<file path="src/rtl/sbox_share_ctrl_pkg.sv">
// ============================================================================
// Module  : sbox_share_ctrl_pkg
// Brief   : Shared widths, limits and direction encoding for the S-box sharing
//           controller and the datapath wrappers around it.
// Revision: 1.0
// ============================================================================
`default_nettype none

package sbox_share_ctrl_pkg;

    localparam int SBOX_W  = 8;
    localparam int MAX_REQ = 8;
    localparam int MAX_LAT = 8;

    typedef enum logic {
        DIR_FWD = 1'b0,
        DIR_INV = 1'b1
    } sbox_dir_e;

    typedef logic [SBOX_W-1:0] sbox_byte_t;

endpackage

`default_nettype wire

</file>
<file path="src/rtl/sbox_share_ctrl_if.sv">
// ============================================================================
// Module  : sbox_share_ctrl_if
// Brief   : Requester, S-box datapath and response bundle of the controller.
// Revision: 1.0
// ============================================================================
`default_nettype none

interface sbox_share_ctrl_if #(
    parameter int N_REQ = 4
);
    import sbox_share_ctrl_pkg::*;

    logic [N_REQ-1:0]        req_valid;
    logic [SBOX_W*N_REQ-1:0] req_data;
    logic [N_REQ-1:0]        req_inv;
    logic [N_REQ-1:0]        req_ready;
    logic                    flush;
    sbox_byte_t              sbox_x;
    logic                    sbox_inv;
    logic                    sbox_vld;
    sbox_byte_t              sbox_y;
    logic [N_REQ-1:0]        rsp_valid;
    sbox_byte_t              rsp_data;
    logic                    busy;

    // Controller side
    modport slave (
        input  req_valid, req_data, req_inv, flush, sbox_y,
        output req_ready, sbox_x, sbox_inv, sbox_vld, rsp_valid, rsp_data, busy
    );

    // Requesters plus the external S-box datapath
    modport master (
        output req_valid, req_data, req_inv, flush, sbox_y,
        input  req_ready, sbox_x, sbox_inv, sbox_vld, rsp_valid, rsp_data, busy
    );

endinterface

`default_nettype wire

</file>
<file path="src/rtl/sbox_rr_arbiter.sv">
// ============================================================================
// Module  : sbox_rr_arbiter
// Brief   : Combinational round-robin pick: first request at or above the
//           pointer, wrapping, returned as one-hot grant and binary index.
// Revision: 1.0
// ============================================================================
`default_nettype none

module sbox_rr_arbiter #(
    parameter int N_REQ = 4
) (
    input  wire logic [N_REQ-1:0]         req_i,
    input  wire logic [$clog2(N_REQ)-1:0] ptr_i,
    input  wire logic                     en_i,
    output logic      [N_REQ-1:0]         gnt_o,
    output logic      [$clog2(N_REQ)-1:0] idx_o,
    output logic                          any_o
);

    localparam int ID_W = $clog2(N_REQ);

    logic [ID_W:0] w_cand;
    logic          w_found;

    always_comb begin
        gnt_o   = '0;
        idx_o   = '0;
        w_found = 1'b0;
        w_cand  = '0;
        for (int k = 0; k < N_REQ; k++) begin
            // Candidate index (ptr + k) mod N_REQ; sum never reaches 2*N_REQ
            w_cand = {1'b0, ptr_i} + (ID_W+1)'(k);
            if (w_cand >= (ID_W+1)'(N_REQ)) begin
                w_cand = w_cand - (ID_W+1)'(N_REQ);
            end
            if (en_i && !w_found && req_i[w_cand[ID_W-1:0]]) begin
                gnt_o[w_cand[ID_W-1:0]] = 1'b1;
                idx_o                   = w_cand[ID_W-1:0];
                w_found                 = 1'b1;
            end
        end
    end

    assign any_o = w_found;

endmodule

`default_nettype wire

</file>
<file path="src/rtl/sbox_share_ctrl.sv">
// ============================================================================
// Module  : sbox_share_ctrl
// Brief   : Round-robin sharing of one pipelined merged S-box among N_REQ
//           requesters, with a tag pipe steering results back to the issuer.
// Revision: 1.0
// ============================================================================
`default_nettype none

module sbox_share_ctrl
    import sbox_share_ctrl_pkg::*;
#(
    parameter int N_REQ    = 4,
    parameter int SBOX_LAT = 3
) (
    input  wire logic        clk,
    input  wire logic        rst,
    sbox_share_ctrl_if.slave bus
);

    localparam int ID_W = $clog2(N_REQ);

    logic [N_REQ-1:0] w_gnt;
    logic [ID_W-1:0]  w_idx;
    logic             w_accept;
    logic             w_en;

    logic [ID_W-1:0]  ptr_q, ptr_d;
    sbox_byte_t       x_q, x_d;
    sbox_dir_e        inv_q, inv_d;
    logic             vld_q, vld_d;
    logic [ID_W-1:0]  id_q, id_d;

    logic             w_last_vld;
    logic [ID_W-1:0]  w_last_id;
    logic             w_pipe_busy;

    assign w_en = ~rst & ~bus.flush;

    sbox_rr_arbiter #(
        .N_REQ (N_REQ)
    ) u_arb (
        .req_i (bus.req_valid),
        .ptr_i (ptr_q),
        .en_i  (w_en),
        .gnt_o (w_gnt),
        .idx_o (w_idx),
        .any_o (w_accept)
    );

    assign bus.req_ready = w_gnt;

    // Byte and direction only reload on accept so the datapath input stays quiet
    always_comb begin
        ptr_d = ptr_q;
        x_d   = x_q;
        inv_d = inv_q;
        id_d  = id_q;
        vld_d = w_accept;
        if (w_accept) begin
            x_d   = bus.req_data[{w_idx, 3'b000} +: SBOX_W];
            inv_d = sbox_dir_e'(bus.req_inv[w_idx]);
            id_d  = w_idx;
            ptr_d = (w_idx == ID_W'(N_REQ-1)) ? '0 : w_idx + ID_W'(1);
        end
    end

    always_ff @(posedge clk) begin
        if (rst) begin
            ptr_q <= '0;
            x_q   <= '0;
            inv_q <= DIR_FWD;
            vld_q <= 1'b0;
            id_q  <= '0;
        end else begin
            ptr_q <= ptr_d;
            x_q   <= x_d;
            inv_q <= inv_d;
            vld_q <= vld_d;
            id_q  <= id_d;
        end
    end

    assign bus.sbox_x   = x_q;
    assign bus.sbox_inv = inv_q;
    assign bus.sbox_vld = vld_q;

    generate
        if (SBOX_LAT == 0) begin : g_lat0
            assign w_last_vld  = vld_q;
            assign w_last_id   = id_q;
            assign w_pipe_busy = 1'b0;
        end else begin : g_pipe
            logic [SBOX_LAT-1:0] tag_vld_q;
            logic [ID_W-1:0]     tag_id_q [SBOX_LAT];

            always_ff @(posedge clk) begin
                tag_id_q[0] <= id_q;
                for (int k = 1; k < SBOX_LAT; k++) begin
                    tag_id_q[k] <= tag_id_q[k-1];
                end
                if (rst || bus.flush) begin
                    tag_vld_q <= '0;
                end else begin
                    tag_vld_q[0] <= vld_q;
                    for (int k = 1; k < SBOX_LAT; k++) begin
                        tag_vld_q[k] <= tag_vld_q[k-1];
                    end
                end
            end

            assign w_last_vld  = tag_vld_q[SBOX_LAT-1];
            assign w_last_id   = tag_id_q[SBOX_LAT-1];
            assign w_pipe_busy = |tag_vld_q;
        end
    endgenerate

    always_comb begin
        bus.rsp_valid = '0;
        if (w_last_vld) begin
            bus.rsp_valid[w_last_id] = 1'b1;
        end
    end

    assign bus.rsp_data = bus.sbox_y;
    assign bus.busy     = vld_q | w_pipe_busy;

endmodule

`default_nettype wire

</file>
<file path="src/flat_wrapper.sv">
// flat-port wrapper written by rule: the top's interface ports become plain ports
module sbox_share_ctrl_flat import sbox_share_ctrl_pkg::*;
#(
    parameter int N_REQ    = 4,
    parameter int SBOX_LAT = 3
)
  (clk, rst, bus_req_valid, bus_req_data, bus_req_inv, bus_flush, bus_sbox_y, bus_req_ready, bus_sbox_x, bus_sbox_inv, bus_sbox_vld, bus_rsp_valid, bus_rsp_data, bus_busy);
  sbox_share_ctrl_if #(.N_REQ(N_REQ)) bus_i ();
  input  wire logic clk;
  input  wire logic rst;
  input wire logic [$bits(bus_i.req_valid)-1:0] bus_req_valid;
  input wire logic [$bits(bus_i.req_data)-1:0] bus_req_data;
  input wire logic [$bits(bus_i.req_inv)-1:0] bus_req_inv;
  input wire logic [$bits(bus_i.flush)-1:0] bus_flush;
  input wire logic [$bits(bus_i.sbox_y)-1:0] bus_sbox_y;
  output wire logic [$bits(bus_i.req_ready)-1:0] bus_req_ready;
  output wire logic [$bits(bus_i.sbox_x)-1:0] bus_sbox_x;
  output wire logic [$bits(bus_i.sbox_inv)-1:0] bus_sbox_inv;
  output wire logic [$bits(bus_i.sbox_vld)-1:0] bus_sbox_vld;
  output wire logic [$bits(bus_i.rsp_valid)-1:0] bus_rsp_valid;
  output wire logic [$bits(bus_i.rsp_data)-1:0] bus_rsp_data;
  output wire logic [$bits(bus_i.busy)-1:0] bus_busy;
  assign bus_i.req_valid = bus_req_valid;
  assign bus_i.req_data = bus_req_data;
  assign bus_i.req_inv = bus_req_inv;
  assign bus_i.flush = bus_flush;
  assign bus_i.sbox_y = bus_sbox_y;
  assign bus_req_ready = bus_i.req_ready;
  assign bus_sbox_x = bus_i.sbox_x;
  assign bus_sbox_inv = bus_i.sbox_inv;
  assign bus_sbox_vld = bus_i.sbox_vld;
  assign bus_rsp_valid = bus_i.rsp_valid;
  assign bus_rsp_data = bus_i.rsp_data;
  assign bus_busy = bus_i.busy;
  sbox_share_ctrl #(.N_REQ(N_REQ), .SBOX_LAT(SBOX_LAT)) u_core (.clk(clk), .rst(rst), .bus(bus_i));
endmodule
</file>
<file path="config.mk">
export PLATFORM = sky130hd
export DESIGN_NAME = sbox_share_ctrl_flat
export DESIGN_NICKNAME = d
export VERILOG_FILES = /design/src/rtl/sbox_share_ctrl_pkg.sv /design/src/rtl/sbox_share_ctrl_if.sv /design/src/rtl/sbox_rr_arbiter.sv /design/src/rtl/sbox_share_ctrl.sv /design/src/flat_wrapper.sv
export SDC_FILE = /design/constraint.sdc
export NUM_CORES = 1
export LEC_CHECK = 0
export CAP_MARGIN = 20
export CELL_PAD_IN_SITES_DETAIL_PLACEMENT = 1
export CELL_PAD_IN_SITES_GLOBAL_PLACEMENT = 2
export CORE_MARGIN = 4
export CORE_UTILIZATION = 22
export DETAILED_ROUTE_END_ITERATION = 7
export GPL_ROUTABILITY_DRIVEN = 0
export GPL_TIMING_DRIVEN = 0
export PLACE_DENSITY_LB_ADDON = 0.1
export REMOVE_ABC_BUFFERS = 1
export SLEW_MARGIN = 20
export SYNTH_ARGS = -nofsm -noshare
export SYNTH_HDL_FRONTEND = slang
export SYNTH_SLANG_ARGS = --single-unit
</file>
<file path="constraint.sdc">
create_clock -name clk -period 3.9 [get_ports clk]
set_clock_uncertainty 0.05 [all_clocks]
set_input_delay 0.78 -clock clk [delete_from_list [all_inputs] [get_ports clk]]
set_output_delay 0.78 -clock clk [all_outputs]
set_load 0.03 [all_outputs]
</file>
# Word-level counts from Yosys, hierarchy flattened
# Memory sizes are Yosys's and may differ from the RTL's.
# Index checks and enable logic that the tools add are counted.
# Widths: inputs -> output; s select.
# word_totals
out_inout_bits	27
ff_bits	17
memories	1
latch_bits	0
inputBits	51
mem_bits_rw	6
elab_cells	94
rom_bits	0
# memory_table
name	words	width	rd	rd_ports_with_merged_regs	write_ports	line	text
u_core.g_pipe.tag_id_q	3	2	3	0	3	sbox_share_ctrl.sv:94	logic [ID_W-1:0] tag_id_q [SBOX_LAT];
# op_classes
reduce_logical	17
mul	0
n_div	0
magnitude_cmp	15
mux	38
add_sub_neg	8
shifts	1
eq_ne	1
n_bitwise	7
# ops
cell	n
$shiftx 32x6->8	1
$mux 4	5
$lt 2x3->1 const B	6
$mux 2	9
$mux 1	14
$logic_and 1x1->1	12
$or 4x4->4	3
$bmux 1 s2	5
$demux 1 s2	5
$ge 2x1->1 const B	5
$ge 3x3->1 const B	3
$sub 2x1->2 const B	4
$add 2x2->3 const B	2
$add 2x1->3 const B	1
$ge 2x3->1 const B	1
$logic_not 1->1	3
$reduce_or 3->1	1
$add 2x1->2 const B	1
$eq 2x2->1 const B	1
$not 1->1	2
$and 1x1->1	1
$logic_or 1x1->1	1
$or 1x1->1	1

# Longest topological paths before layout
# Gate-level depths: netlist (run 1).
# logic_depth
ltp_word	20
depth_mapped	11
ltp_nobuf	8

# Cells and area by module
# A second synthesis (run 1) with hierarchy kept.
# unflattened
cells_unflattened	161
area_unflattened_um2	1662.8
# by_module_without_submodules
module	seq_area_each_um2	cells_per_inst	area_each_um2	n_inst
sbox_share_ctrl	460.4	95	1113.6	1
sbox_rr_arbiter	0.0	66	549.3	1

# Worst setup path after synthesis (run 1)
# No wires, ideal clock.
# synth_timing
path_type	input to output
from	input bus_req_valid[3]
to	output bus_req_ready[0]
t_arrival_ps	2116
n_path_buf	0
path_slack_ps	954
required_ps	3070
path_stages	5
cell_sequence	mux4_2 > o31a_1 > nor2_1 > nand2_1 > nand2_1
# synth_via
elab_chain_len	16
elab_cells_between_ends	28
classes_between	mux: 15; bitwise: 3; reduce/logical: 10
# synth_rtl
element	line	text
start, declared	flat_wrapper.sv:11	input wire logic [$bits(bus_i.req_valid)-1:0] bus_req_valid;
$bmux 1 s2	sbox_rr_arbiter.sv:36	if (en_i && !w_found && req_i[w_cand[ID_W-1:0]]) begin
$mux 1 (not written as such)	sbox_rr_arbiter.sv:36	
$logic_and 1x1->1	sbox_rr_arbiter.sv:36	
$mux 1	sbox_rr_arbiter.sv:36	
$logic_not 1->1	sbox_rr_arbiter.sv:36	
$logic_and 1x1->1 (2 in series)	sbox_rr_arbiter.sv:36	
$mux 1	sbox_rr_arbiter.sv:36	
$logic_not 1->1	sbox_rr_arbiter.sv:36	
$logic_and 1x1->1 (2 in series)	sbox_rr_arbiter.sv:36	
$mux 1	sbox_rr_arbiter.sv:36	
$logic_not 1->1	sbox_rr_arbiter.sv:36	
$logic_and 1x1->1 (2 in series)	sbox_rr_arbiter.sv:36	
$mux 4 (*)	sbox_rr_arbiter.sv:36	
end, declared	flat_wrapper.sv:16	output wire logic [$bits(bus_i.req_ready)-1:0] bus_req_ready;
# Mark *: on every way between the ends. The rest lies on a longest branch, timed or not. The select of a mux whose other input is x is not followed.

# Worst setup path after layout (run 1)
# Ends and elaborated chain as after synthesis.

==> results of run 1 <==
worst paths after layout:
path | to | cells after the start
setup reg to reg | u_core.bus.sbox_x[4] | 8
setup / recovery | bus_req_ready[0] | 6
hold reg to reg | u_core.g_pipe.tag_id_q[0][5] | 0
hold / removal | u_core.g_pipe.tag_id_q[0][5] | 0
kinds of logic (layout without fill, tap and decap cells):
group / count (synthesis) / after routing / share of synthesized area, %
adder cells (fa/ha/maj): 4 / 4 / 3.35
AND/OR/NAND/NOR: 60 / 60 / 20.3
multiplexers: 11 / 11 / 11.3
buffers and inverters: 22 / 73 / 10.5
flip-flops: 23 / 23 / 30.8
AO/OA/AOI/OAI: 45 / 45 / 23.8
power by group through the flow:
stage               logic [mW]  clock network, mW  registers [mW]
floorplan                0.298                  0           0.456
global placement         0.636                  0           0.371
detailed placement       0.644                  0           0.377
CTS                      0.643              0.160           0.371
global route             0.703              0.168           0.380
finish                   0.651              0.152           0.368
routing by layer:
layer / share of wire [%] / up-vias / GRT usage [%]
li1: - / 726 / -
met1: 44 / 733 / 13.2
met2: 49 / 51 / 19.9
met3: 6.6 / 2 / 4.33
met4: 0.60 / 0 / 2.81
met5: 0 / - / 0
layout by cell type (no fill, tap or decap), drive strengths merged, types with 3 or more instances in the layout:
master and instances:
a21o 5, nand3 8, mux4 4, o31ai 5
inv 4, nand2 26, mux2i 6, clkdlybuf4s50 57
nor2 6, dfxtp 23, a222oi 4, a2111oi 4
clkbuf 4, and2 7, nand4 5, buf 3
o211ai 6, a311oi 4, a21oi 6, a21boi 4
a211oi 3, ha 4
stage by stage:
step                      setup slack [ns]  util [%]
after floorplan                      0.954         -
after global placement              -0.332      31.9
after detailed placement            -0.462      31.9
after CTS                           0.0153      32.6
after global routing              -0.00387      33.2
final                                0.110      33.2
what timing repair did:
| action | in CTS | in global routing |
|---|---|---|
| resized for setup | 5 | 8 |
| setup buffers | 0 | 2 |
| endpoints found under the setup margin | 4 | 4 |
cell type report:
class	instances	area, sq um
multi-input cells	120	892
fillers	748	4320
inverters	5	18.8
well taps	77	96.3
clock inverters	1	5.00
clock buffers	3	41.3
flip-flops and latches	23	462
repair buffers	64	627
flip-flops by register name, indices dropped and copies added, names as in the netlist:
name and count:
u_core.bus.sbox_vld 1, u_core.ptr_q 2, u_core.id_q 2, u_core.g_pipe.tag_vld_q 3, u_core.bus.sbox_inv 1, u_core.g_pipe.tag_id_q 6, u_core.bus.sbox_x 8
==> impl_table.tex, run 1 <==
\begin{tabular}{lr}
\hline
Metric & Value \\
\hline
\multicolumn{2}{l}{\textbf{Routing}} \\
\quad WL per Instance & around 16 microns \\
\quad \# DRC & 0 \\
\quad Post-detailed-route via-to-cell ratio & a little over 5 \\
\quad Vias after detailed routing & 1,512 \\
\quad Overall routed net length & $\sim$4800 microns \\
\quad Number of iterations in the first detailed-routing pass & 5 \\
\quad Antenna Violating Nets Remaining & 0 \\
\quad Initial drt markers & 39 \\
\multicolumn{2}{l}{\textbf{Logic synthesis}} \\
\quad Number of enable flip-flop cells after synthesis & 0 \\
\quad Post-synth top cells & sky130\_fd\_sc\_hd\_\_nand2\_1, sky130\_fd\_sc\_hd\_\_dfxtp\_1, sky130\_fd\_sc\_hd\_\_buf\_4 \\
\quad Number of flip-flops and latches in the synthesized netlist & 23 \\
\quad Number of warnings issued by yosys & 0 \\
\quad Post-Synthesis Mean Instance Area & 9.05 sq um \\
\quad Most common cell in the netlist & sky130\_fd\_sc\_hd\_\_nand2\_1 \\
\quad Top FF cell, synth & sky130\_fd\_sc\_hd\_\_dfxtp\_1 \\
\quad Async set or reset register ratio after synthesis & 0\% \\
\quad Post-synth top area cell & sky130\_fd\_sc\_hd\_\_dfxtp\_1 \\
\quad Largest cells by area after synthesis & sky130\_fd\_sc\_hd\_\_dfxtp\_1, sky130\_fd\_sc\_hd\_\_nand2\_1, sky130\_fd\_sc\_hd\_\_mux2i\_1 \\
\quad Share of the synthesized area in the top cell type & about 31\% \\
\quad Fraction of the yosys area taken by sequential cells & a little under a third \\
\quad Number of distinct library cells after synthesis & 43 \\
\quad Cell count after synthesis & around 170 \\
\quad Combined area of all synthesized cells & 0.00149 sq mm \\
\multicolumn{2}{l}{\textbf{STA}} \\
\quad Fin crit period & 3.79 ns \\
\quad Worst slew pin tran & $\sim$0.69 ns \\
\quad Max-Slew Margin vs Limit & 53.8\% \\
\quad Worst hold slack & 0.281 ns \\
\quad Maximum clock rate & 264 MHz \\
\quad Total count of max-transition violations in the final report & 0 \\
\quad Share of the cycle needed by the critical path after routing & around 97\% \\
\quad Final hold violation count & 0 \\
\quad Endpoints failing setup & 0 \\
\quad Accumulated negative setup slack & 0 ns \\
\multicolumn{2}{l}{\textbf{Global routing}} \\
\quad Sum of overflow across all layers after global routing & 0 \\
\quad Number of global-route vias before repair & between 1,000 and 1,500 \\
\quad Overall routing resource usage & between 10\% and 20\% \\
\quad Maximum number of pins on one net before global-route repair & 17 \\
\quad Initial antenna violation count & 0 \\
\quad Wire length of the first global-routing pass & around 7600 microns \\
\multicolumn{2}{l}{\textbf{Power and ir drop}} \\
\quad Proportion of total power due to net switching & between 40\% and 50\% \\
\quad Final Total Pwr & approximately 1.2 mW \\
\quad Sequential fraction of design power & between 30\% and 40\% \\
\quad Cell internal power dissipation & between 0.6 and 0.7 mW \\
\quad Power dissipated by switching net loads & around 0.51 mW \\
\quad Cell Pwr Density & approximately 550 mW/mm\^{}2 \\
\quad Leakage power summed over all cells & $\sim$0.8 nW \\
\quad Peak ir drop on the vdd network & around 0.00022 V \\
\quad Fraction of power consumed by combinational cells & 55.6\% \\
\quad Clock network fraction of total power & 13.0\% \\
\multicolumn{2}{l}{\textbf{Cells and area}} \\
\quad Post-Layout Cell Count & 293 \\
\quad Net count reported at finish & between 200 and 300 \\
\quad Final Cell Area & about 0.0021 sq mm \\
\quad Layout overhead on the synthesized area & 43.4\% \\
\quad Count of inserted antenna diode cells & 0 \\
\quad Fraction of layout instances using a drive strength above 1 & 8.80\% \\
\multicolumn{2}{l}{\textbf{Worst setup path}} \\
\quad Maximum fanout along the worst path & 7 \\
\quad Setup slack, reg-to-reg & $\sim$0.64 ns \\
\quad Cells traversed along the worst timing path & clkdlybuf4s50\_1 -> mux4\_2 -> and2\_1 -> a222oi\_1 -> nand2\_1 -> clkdlybuf4s15\_1 \\
\quad Bufs and invs on worst path & 2 \\
\quad Endpoint arrival time on the critical path & between 2 and 3 ns \\
\quad Startpoint of the lowest-slack register-to-register path & u\_core.ptr\_q[1] \\
\quad Longest individual stage delay on the worst path & 0.59 ns \\
\quad Critical path startpoint & bus\_req\_valid[3] \\
\quad WP data required & between 3 and 4 ns \\
\quad Slowest cell on crit path & sky130\_fd\_sc\_hd\_\_mux4\_2 \\
\quad Family with the most delay on the worst path & buffers and inverters \\
\quad Critical path start-end classification & input pin to output port \\
\quad Crit start category & input pin \\
\quad Endpoint class of the critical path & output port \\
\multicolumn{2}{l}{\textbf{Worst hold path}} \\
\quad Hold path startpoint & u\_core.g\_pipe.tag\_id\_q[0][3] \\
\quad Path class of the lowest-slack min-delay path & flip-flop to flip-flop \\
\multicolumn{2}{l}{\textbf{Outcome}} \\
\quad Status & complete, no violations \\
\multicolumn{2}{l}{\textbf{CTS}} \\
\quad TritonCTS buffer count & 3 \\
\quad CTS tree & done \\
\quad Clock Tree Buf Depth & 2 \\
\quad CTS Root Cell & sky130\_fd\_sc\_hd\_\_clkbuf\_8 \\
\quad \# clock sinks & 23 \\
\quad Number of levels the H-tree was split into & 1 \\
\quad Insertion delay of the later-clocked pin in the worst-skew pair & 0.27 ns \\
\quad Hold\_buf cts & 0 \\
\quad Clock slew at the register clock pins of the worst setup and hold paths & approximately 0.080 ns \\
\multicolumn{2}{l}{\textbf{Placed design}} \\
\quad DP Cell Count & approximately 290 \\
\quad Count of port buffers added during placement & 61 \\
\quad Placed instance area & 0.00206 sq mm \\
\quad Detailed placer's ending HPWL & about 3800 microns \\
\multicolumn{2}{l}{\textbf{Floorplanning}} \\
\quad Number of ports placed on the die boundary & just under 80 \\
\quad Die Footprint & roughly 0.008 sq mm \\
\quad Die span in y & about 90 microns \\
\quad Die width & 90.4 microns \\
\quad Initial Utilization & between 20\% and 30\% \\
\quad Site Rows & 29 \\
\quad Core Region & 0.00646 sq mm \\
\multicolumn{2}{l}{\textbf{Run}} \\
\quad Max-cap violation count & 0 \\
\hline
\end{tabular}
Note: power is estimated with default switching activity, not from simulation.
==> run 2: changes to the inputs <==
--- a/config.mk
+++ b/config.mk
@@ -15,6 +15,7 @@
 export GPL_TIMING_DRIVEN = 0
 export PLACE_DENSITY_LB_ADDON = 0.1
 export REMOVE_ABC_BUFFERS = 1
+export SKIP_LAST_GASP = 1
 export SLEW_MARGIN = 20
 export SYNTH_ARGS = -nofsm -noshare
 export SYNTH_HDL_FRONTEND = slang
==> impl_table.tex, run 2 (synthesis gave the netlist of run 1 again) <==
\begin{tabular}{lr}
\hline
Metric & Value \\
\hline
\multicolumn{2}{l}{\textbf{Outcome}} \\
\quad Status & complete, no violations \\
\multicolumn{2}{l}{\textbf{CTS}} \\
\quad Insertion delay of the later-clocked pin in the worst-skew pair & 0.27 ns (about the same) \\
\quad Clock Tree Buf Depth & 2 (unchanged) \\
\quad \# clock sinks & 23 (unchanged) \\
\quad Clock slew at the register clock pins of the worst setup and hold paths & 0.08 ns (about the same) \\
\quad TritonCTS buffer count & 3 (unchanged) \\
\quad CTS tree & done \\
\quad Number of levels the H-tree was split into & 1 (unchanged) \\
\quad CTS Root Cell & sky130\_fd\_sc\_hd\_\_clkbuf\_8 \\
\multicolumn{2}{l}{\textbf{Placed design}} \\
\quad DP Cell Count & 286 (unchanged) \\
\quad Count of port buffers added during placement & 61 (unchanged) \\
\quad Placed instance area & 0.00206 sq mm (unchanged) \\
\quad Detailed placer's ending HPWL & 3780 microns (unchanged) \\
\multicolumn{2}{l}{\textbf{Floorplanning}} \\
\quad Number of ports placed on the die boundary & 78 (unchanged) \\
\quad Die span in y & 90.4 microns (unchanged) \\
\quad Initial Utilization & 23.1\% (unchanged) \\
\quad Core Region & 0.00646 sq mm (unchanged) \\
\quad Die Footprint & 0.00817 sq mm (unchanged) \\
\quad Site Rows & 29 (unchanged) \\
\quad Die width & 90.4 microns (unchanged) \\
\multicolumn{2}{l}{\textbf{STA}} \\
\quad Worst slew pin tran & 0.687 ns (unchanged) \\
\quad Max-Slew Margin vs Limit & 53.8\% (unchanged) \\
\quad Endpoints failing setup & 0 (unchanged) \\
\quad Maximum clock rate & 264 MHz (unchanged) \\
\quad Accumulated negative setup slack & 0 ns (unchanged) \\
\quad Final hold violation count & 0 (unchanged) \\
\quad Total count of max-transition violations in the final report & 0 (unchanged) \\
\quad Share of the cycle needed by the critical path after routing & 97.2\% (unchanged) \\
\quad Fin crit period & 3.79 ns (unchanged) \\
\quad RSZ-0062 raised after global routing & yes \\
\multicolumn{2}{l}{\textbf{Worst setup path}} \\
\quad Slowest cell on crit path & sky130\_fd\_sc\_hd\_\_mux4\_2 \\
\quad Bufs and invs on worst path & 2 (unchanged) \\
\quad Cells traversed along the worst timing path & clkdlybuf4s50\_1 -> mux4\_2 -> and2\_1 -> a222oi\_1 -> nand2\_1 -> clkdlybuf4s15\_1 \\
\quad Endpoint class of the critical path & output port \\
\quad Longest individual stage delay on the worst path & 0.59 ns (about the same) \\
\quad Crit start category & input pin \\
\quad Setup slack, reg-to-reg & 0.64 ns (about the same) \\
\quad Family with the most delay on the worst path & buffers and inverters \\
\quad Critical path start-end classification & input pin to output port \\
\quad Endpoint arrival time on the critical path & 2.96 ns (about the same) \\
\quad WP data required & 3.07 ns (about the same) \\
\quad Maximum fanout along the worst path & 7 (unchanged) \\
\multicolumn{2}{l}{\textbf{Cells and area}} \\
\quad Most frequent cells in the layout & sky130\_fd\_sc\_hd\_\_clkdlybuf4s50\_1, sky130\_fd\_sc\_hd\_\_nand2\_1, sky130\_fd\_sc\_hd\_\_dfxtp\_1, sky130\_fd\_sc\_hd\_\_nand3\_1 \\
\quad Net count reported at finish & 272 (unchanged) \\
\quad Count of inserted antenna diode cells & 0 (unchanged) \\
\quad Final Cell Area & 0.00215 sq mm (+0.23\%) \\
\quad Most common cell after layout, fill and taps aside & sky130\_fd\_sc\_hd\_\_clkdlybuf4s50\_1 \\
\quad Layout overhead on the synthesized area & 43.7\% \\
\quad Flip-flop count of the largest register, all copies and words added & 8 (unchanged) \\
\quad Fraction of layout instances using a drive strength above 1 & 8.33\% (-0.46 points) \\
\quad Post-Layout Cell Count & 293 (unchanged) \\
\multicolumn{2}{l}{\textbf{Global routing}} \\
\quad Number of global-route vias before repair & 1,488 (unchanged) \\
\quad Overall routing resource usage & 11.4\% (unchanged) \\
\quad Wire length of the first global-routing pass & 7590 microns (unchanged) \\
\quad Maximum number of pins on one net before global-route repair & 17 (unchanged) \\
\quad Sum of overflow across all layers after global routing & 0 (unchanged) \\
\quad Initial antenna violation count & 0 (unchanged) \\
\multicolumn{2}{l}{\textbf{Routing}} \\
\quad Vias after detailed routing & 1,512 (unchanged) \\
\quad Post-detailed-route via-to-cell ratio & 5.16 (unchanged) \\
\quad Initial drt markers & 39 (unchanged) \\
\quad WL per Instance & 16.4 microns (about the same) \\
\quad Antenna Violating Nets Remaining & 0 (unchanged) \\
\quad \# DRC & 0 (unchanged) \\
\quad Number of iterations in the first detailed-routing pass & 5 (unchanged) \\
\quad Overall routed net length & 4800 microns (about the same) \\
\multicolumn{2}{l}{\textbf{Power and ir drop}} \\
\quad Peak ir drop on the vdd network & 0.000220 V (unchanged) \\
\quad Leakage power summed over all cells & 0.810 nW (unchanged) \\
\quad Cell Pwr Density & 546 mW/mm\^{}2 (-0.14\%) \\
\quad Final Total Pwr & 1.17 mW (about the same) \\
\multicolumn{2}{l}{\textbf{Run}} \\
\quad Max-cap violation count & 0 (unchanged) \\
\multicolumn{2}{l}{\textbf{Worst hold path}} \\
\quad Path class of the lowest-slack min-delay path & flip-flop to flip-flop \\
\hline
\end{tabular}
==> run 2: final cells by class <==
class	instances	area, sq um
clock buffer	3	41.3
tap	77	96.3
clock inverter	1	5.00
sequential	23	462
multi-input combinational	120	892
timing repair buffer	64	632
inverter	5	18.8
fill	748	4310
==> run 2: final timing paths <==
check	depth (start not counted)	startpoint	end
worst max-delay path	6	bus_req_valid[3]	bus_req_ready[0]
worst min-delay path	0	u_core.g_pipe.tag_id_q[0][3]	u_core.g_pipe.tag_id_q[0][5]
worst max register to register	8	u_core.ptr_q[1]	u_core.bus.sbox_x[4]
worst min register to register	0	u_core.g_pipe.tag_id_q[0][3]	u_core.g_pipe.tag_id_q[0][5]
==> run 2: power by group <==
part           switching, mW  internal, mW  total (mW)  leakage, nW
clock network         0.0803        0.0714       0.152       0.0255
registers             0.0550         0.313       0.368        0.191
logic                  0.372         0.280       0.652        0.594
==> run 2: per-layer routing <==
layer	up-vias	global-route usage [%]	share of wire, %
met2	51	19.9	49
met1	733	13.2	43
met3	2	4.33	6.8
met5	-	0	0
met4	0	2.81	0.60
li1	726	-	-
==> run 2: worst register-to-register path, delay by kind of cell, from the launching register on <==
family          cells  cell delay (ns)
flops               1             0.51
fa+ha+maj           1             0.40
buf+inv             1             0.16
compound gates      2             0.64
simple gates        3             0.99
mux                 1             0.39
==> run 2: per-stage QoR <==
step           utilization (%)  setup WS (ns)  hold slack (ns)
2_1_floorplan                -          0.954            0.260
3_3_place_gp              31.9         -0.332            0.260
3_5_place_dp              31.9         -0.462            0.264
4_1_cts                   32.6         0.0153            0.283
5_1_grt                   33.2       -0.00913            0.288
6_report                  33.2          0.110            0.281
==> run 2: repair_timing <==
item	CTS	global route
buffers inserted	0	2
gates cloned	0	0
gates resized for setup	5	7
hold buffers	0	0
setup endpoints to repair	4	4
